[config.mk]
export PLATFORM = sky130hd
export DESIGN_NAME = udma_hyper_ch_sched
export DESIGN_NICKNAME = d
export VERILOG_FILES = /design/src/rtl/udma_hyper_ch_sched.sv
export SDC_FILE = /design/constraint.sdc
export NUM_CORES = 1
export LEC_CHECK = 0
export BUFFER_PORTS_ARGS = -buffer_cell sky130_fd_sc_hd__buf_2
export CAP_MARGIN = 0
export CORE_MARGIN = 2
export CORE_UTILIZATION = 35
export DETAILED_ROUTE_END_ITERATION = 12
export GPL_TIMING_DRIVEN = 1
export PLACE_DENSITY = 0.51
export SETUP_SLACK_MARGIN = 0.02
export SYNTH_ARGS = -nofsm -noshare
export SYNTH_HDL_FRONTEND = slang
export SYNTH_SLANG_ARGS = --single-unit
[constraint.sdc]
create_clock -name clk_i -period 10.6 [get_ports clk_i]
set_clock_uncertainty 0.2 [all_clocks]
set_input_delay 1.06 -clock clk_i [delete_from_list [all_inputs] [get_ports clk_i]]
set_output_delay 1.06 -clock clk_i [all_outputs]
set_load 0.02 [all_outputs]
[src/rtl/udma_hyper_ch_sched.sv]
// ---------------------------------------------------------------------------
// udma_hyper_ch_sched
//
// Shares the single HyperBus PHY/controller datapath between NB_CH uDMA
// HyperBus channels. Requests are arbitrated round-robin; one owner holds
// the PHY from grant until the end of its recovery gap. Each transaction is
// guarded by a CS-max style watchdog, and a read/write recovery gap is
// enforced before the next grant.
//
// Ports
//   clk_i, rst_i          clock, asynchronous active-high reset
//   cfg_ch_en_i           per-channel enable (disabled channels never granted)
//   cfg_t_cs_max_i        watchdog limit in cycles (0 = watchdog off)
//   cfg_t_rw_recovery_i   idle cycles between transactions (0 behaves as 1)
//   req_i                 level request per channel
//   gnt_o                 one-hot single-cycle grant pulse
//   busy_vec_o            one-hot current PHY owner, 0 when idle
//   err_o                 single-cycle pulse to the owner on watchdog abort
//   phy_ready_i           PHY can accept a new start
//   phy_start_o           single-cycle start pulse to the PHY
//   phy_ch_o              owner index (holds its last value while idle)
//   phy_done_i            PHY transaction complete pulse
//   phy_abort_o           single-cycle abort pulse to the PHY
// ---------------------------------------------------------------------------
module udma_hyper_ch_sched #(
  parameter int NB_CH     = 4,
  parameter int CNT_WIDTH = 32,
  localparam int CH_W     = (NB_CH > 1) ? $clog2(NB_CH) : 1
) (
  input  logic                 clk_i,
  input  logic                 rst_i,
  input  logic [NB_CH-1:0]     cfg_ch_en_i,
  input  logic [CNT_WIDTH-1:0] cfg_t_cs_max_i,
  input  logic [CNT_WIDTH-1:0] cfg_t_rw_recovery_i,
  input  logic [NB_CH-1:0]     req_i,
  output logic [NB_CH-1:0]     gnt_o,
  output logic [NB_CH-1:0]     busy_vec_o,
  output logic [NB_CH-1:0]     err_o,
  input  logic                 phy_ready_i,
  output logic                 phy_start_o,
  output logic [CH_W-1:0]      phy_ch_o,
  input  logic                 phy_done_i,
  output logic                 phy_abort_o
);

  localparam logic [1:0] ST_IDLE    = 2'd0;
  localparam logic [1:0] ST_START   = 2'd1;
  localparam logic [1:0] ST_ACTIVE  = 2'd2;
  localparam logic [1:0] ST_RECOVER = 2'd3;

  localparam logic [CNT_WIDTH-1:0] CNT_ONE  = {{(CNT_WIDTH-1){1'b0}}, 1'b1};
  localparam logic [CH_W-1:0]      LAST_RST = CH_W'(NB_CH - 1);

  // Counters stop at all-ones instead of wrapping.
  function automatic logic [CNT_WIDTH-1:0] sat_inc(input logic [CNT_WIDTH-1:0] v);
    return (&v) ? v : v + CNT_ONE;
  endfunction

  function automatic logic [NB_CH-1:0] to_onehot(input logic [CH_W-1:0] idx);
    logic [NB_CH-1:0] v;
    v = '0;
    v[idx] = 1'b1;
    return v;
  endfunction

  logic [1:0]           state_q;
  logic [CH_W-1:0]      owner_q;
  logic [CH_W-1:0]      last_q;
  logic [CNT_WIDTH-1:0] wd_cnt_q;
  logic [CNT_WIDTH-1:0] rec_cnt_q;
  logic [CNT_WIDTH-1:0] cs_max_q;
  logic [CNT_WIDTH-1:0] rec_q;

  logic [NB_CH-1:0] elig;
  logic [CH_W-1:0]  rr_idx;
  logic [CH_W-1:0]  sel;
  logic             sel_vld;
  logic             wd_hit;
  logic             abort;
  logic [NB_CH-1:0] owner_oh;

  assign elig = req_i & cfg_ch_en_i;

  // Round-robin pick: walk downward from the farthest candidate so the
  // nearest eligible channel after last_q is the one left in sel.
  always_comb begin
    sel     = '0;
    sel_vld = 1'b0;
    rr_idx  = '0;
    for (int i = NB_CH; i >= 1; i--) begin
      rr_idx = CH_W'((int'(last_q) + i) % NB_CH);
      if (elig[rr_idx]) begin
        sel     = rr_idx;
        sel_vld = 1'b1;
      end
    end
  end

  // The counter is 0 on the first ACTIVE cycle, so cs_max-1 marks the
  // cs_max-th ACTIVE cycle. A simultaneous done suppresses the abort.
  assign wd_hit = (cs_max_q != '0) && (wd_cnt_q == cs_max_q - CNT_ONE);
  assign abort  = (state_q == ST_ACTIVE) && wd_hit && !phy_done_i;

  always_ff @(posedge clk_i or posedge rst_i) begin
    if (rst_i) begin
      state_q   <= ST_IDLE;
      owner_q   <= '0;
      last_q    <= LAST_RST;
      wd_cnt_q  <= '0;
      rec_cnt_q <= '0;
      cs_max_q  <= '0;
      rec_q     <= '0;
    end else begin
      case (state_q)
        ST_IDLE: begin
          if (sel_vld && phy_ready_i) begin
            owner_q <= sel;
            last_q  <= sel;
            state_q <= ST_START;
          end
        end
        ST_START: begin
          // Shadow the timing config so later changes leave this transaction alone.
          cs_max_q <= cfg_t_cs_max_i;
          rec_q    <= cfg_t_rw_recovery_i;
          wd_cnt_q <= '0;
          state_q  <= ST_ACTIVE;
        end
        ST_ACTIVE: begin
          wd_cnt_q <= sat_inc(wd_cnt_q);
          if (phy_done_i || wd_hit) begin
            rec_cnt_q <= CNT_ONE;
            state_q   <= ST_RECOVER;
          end
        end
        ST_RECOVER: begin
          // Counting from 1 makes a zero recovery setting last one cycle.
          if (rec_cnt_q >= rec_q) begin
            state_q <= ST_IDLE;
          end else begin
            rec_cnt_q <= sat_inc(rec_cnt_q);
          end
        end
        default: state_q <= ST_IDLE;
      endcase
    end
  end

  assign owner_oh    = to_onehot(owner_q);
  assign gnt_o       = (state_q == ST_START) ? owner_oh : '0;
  assign phy_start_o = (state_q == ST_START);
  assign busy_vec_o  = (state_q != ST_IDLE) ? owner_oh : '0;
  assign phy_ch_o    = owner_q;
  assign phy_abort_o = abort;
  assign err_o       = abort ? owner_oh : '0;

endmodule

==> results.ini <==
[run_status]
status=finished, final reports clean

[final_layout]
layout_common_cells=dfrtp_1 (132), buf_2 (91), nand2_1 (87)
postLayoutCoreUtil=0.410
drive_above_1_share=0.173
nFillCells=2422
final_area_sq_um=9600
area_delta_synth_final_pct=15.7
nets=1113
final_common_cell=dfrtp_1

[route]
routed_wl_mm=22.0
dr.pass1.iters=7
post_drt_wl_per_cell_microns=16.6
vias=7001
remaining_drc_errors=0
drtAntennaViolNets=0
drt_iter0_markers=542
avgViaCountPerCell=5.27

[sta]
fin_tns_setup_ns=0
period_needed_ns=5.67
fmax_ghz=0.176
max_slew_margin=0.323
drv_slew=0
min_period_over_period=0.535
worstMarginPinSlew_ns=1.02
setup_viol=0
grt_setup_unrepaired=false
hold_viol=0
timing.final.ws_setup_ns=4.93

[global_routing]
grt_pass1_wl_mm=35.3
grt_pass1_vias=6420
antenna_found_initial=1
grt_max_degree=99
grt.total_usage=0.181
grt-ovfl-total=0

[synthesis]
yosys.area.top_type=dfrtp_1
yosysSeqAreaShare=0.404
synth_compound_area_frac=0.151
ys_ff_latch=134
synthDistinctLibCells=70
synth_nets=1038
async_flop_share=1.00
syn_inst=923
syn-cell-area_sq_um=8300
synth_top_family_by_area=simple AND/OR/NAND/NOR gates
synth_xor_area_frac=0.0704
synth-main-ff-cell=dfrtp_1
synth_fa_ha_area_frac=0.0588
synth.area.top_cells=dfrtp_1 (40%), ha_1 (5.9%), mux2_2 (4.3%)
synth-edff-count=0
synth_simple_gate_area_frac=0.228
netlist.area_leader.share=0.398
muxShareOfSynthArea=0.0446
yosys_warnings=0
syn_area_per_cell_sq_um=8.99

[placed_design]
post-place-ws_ns=5.38
dpl_cell_area_sq_um=9050
io_buffers=91
hpwlAfterDp_mm=15.8
place.gp.congestion=0.839

[clock_tree]
ctsResizeCount=0
clk_path_buf_depth=2
clk_pin_slew_ns=0.06
cts_tree=done
post-cts-setup-buffer-count=0
numCtsBuffers=17
ctsHoldBuffers=0
clk_latency_ns=0.43
clkSinkCount=134
cts_root_buffer=clkbuf_16
h-tree-depth=4

[worst_setup_path]
critPathTopFamily=simple AND/OR/NAND/NOR gates
worstPathRequired_ns=9.34
r2r_cells=10
crit_buf_inv=1
crit_path_cell_trace=or4_4 -> or4_1 -> nor4_1 -> mux2i_1 -> or4_1 -> nand4bb_1 -> nor4_1 -> nand2_1 -> nor3_1 -> buf_2
critPathMaxFanout=9
critPathKind=flop to primary output
crit_path_end_kind=primary output
slowest_stage=or4_1
r2r-end=rec_cnt_q[29]
arrival_ns=4.41
max_stage_delay_ns=0.67
cp-start-kind=flop
r2r_start=cs_max_q[12]
r2r_setup_slack_ns=6.16

[worst_hold_path]
min_delay_path_depth=2
min_to=rec_q[8]
min_from=rec_q[8]
hp-class=flop to flop

[power_and_ir_drop]
cellPowerDensity_nw_per_um2=242
ir_worst_vdd_v=0.000117
total_power_w=0.00232
p_leak_nw=4.16

[die]
io_pins=92
start_util=0.355
die_h_microns=158
num_rows=56
fp.dieW_microns=158
die_area_sq_um=25000
core-area_sq_um=23400

[run]
cap_viol_max_count=0

-- worst max path at each step --
stage	to	start	cells past startpoint	slack (ns)
final	err_o[0]	cs_max_q[12]	10	4.93
after global routing	err_o[0]	cs_max_q[12]	10	4.66
after CTS	err_o[0]	cs_max_q[12]	10	4.91
after detailed placement	err_o[0]	cs_max_q[12]	10	5.38
after global placement	err_o[0]	cs_max_q[12]	10	5.43
after floorplan	cs_max_q[0]	rst_i	1	5.76
-- routing by layer --
metal  up-vias  global-route usage  wire length [microns]
met1      3323               0.279                  11700
met2       164               0.258                   9040
met4         0              0.0455                    226
li1       3499                   -                      -
met5         -                   0                      0
met3        15              0.0318                   1030
-- worst reg2reg max path, stage by stage, from the launching register on --
cell	delay (ns)
dfrtp_1	0.43
or4_4	0.59
or4_1	0.67
or3_4	0.46
a211oi_2	0.21
and4_1	0.29
nand4_1	0.22
a22o_1	0.30
buf_4	0.28
or4_1	0.53
a21oi_1	0.17
-- cells by family (layout without fill, tap and decap cells) --
logic type | count (synthesis) | after routing
other | 0 | 1
AOI/OAI and AO/OA | 202 | 202
adders and majority gates | 39 | 39
muxes | 33 | 33
and+or+nand+nor | 359 | 359
xor gates and xnor gates | 65 | 65
DFF | 134 | 134
buffers and inverters | 91 | 177
-- state kept, by name, summed over array words and instances (netlist names) --
register and flops:
rec_q 32, last_q 2, state_q 2, phy_ch_o 2
rec_cnt_q 32, wd_cnt_q 32, cs_max_q 32
-- final cells by class --
class	instances	area, sq um	share of cell area
flip-flops and latches	134	3360	0.350
clock inverters	7	73.8	0.00769
clock buffers	23	468	0.0488
well taps	319	399	0.0416
diodes	1	2.50	0.000261
inverters	50	193	0.0201
multi-input cells	698	4600	0.480
repair buffers	97	500	0.0522
-- synth_stat cells (16+ instances only) --
master and number:
nand4_1 26, xor2_1 37, o21ai_0 68, nor2_1 69
nor4_1 16, or3_1 19, a21oi_1 50, clkbuf_1 35
inv_1 49, or4_1 23, mux2_2 32, nand3_1 31
dfrtp_1 132, nor3_1 21, o31ai_1 18, ha_1 39
nand2_1 87, xnor2_1 27
-- per-stage QoR --
| stage | std cells | hold WS, ns |
|---|---|---|
| 2_1_floorplan | 923 | 0.285 |
| 3_3_place_gp | 1298 | 0.308 |
| 3_5_place_dp | 1298 | 0.319 |
| 4_1_cts | 1328 | 0.332 |
| 5_1_grt | 1328 | 0.352 |
| 6_report | 1329 | 0.328 |
-- report_power, final --
part / switching (W) / internal (W) / leakage (nW)
Sequential: 0.000165 / 0.000661 / 1.72
Clock: 0.000235 / 0.000333 / 0.263
Combinational: 0.000562 / 0.000366 / 2.17
Total: 0.000962 / 0.00136 / 4.16
(Power assumes the default switching activity.)
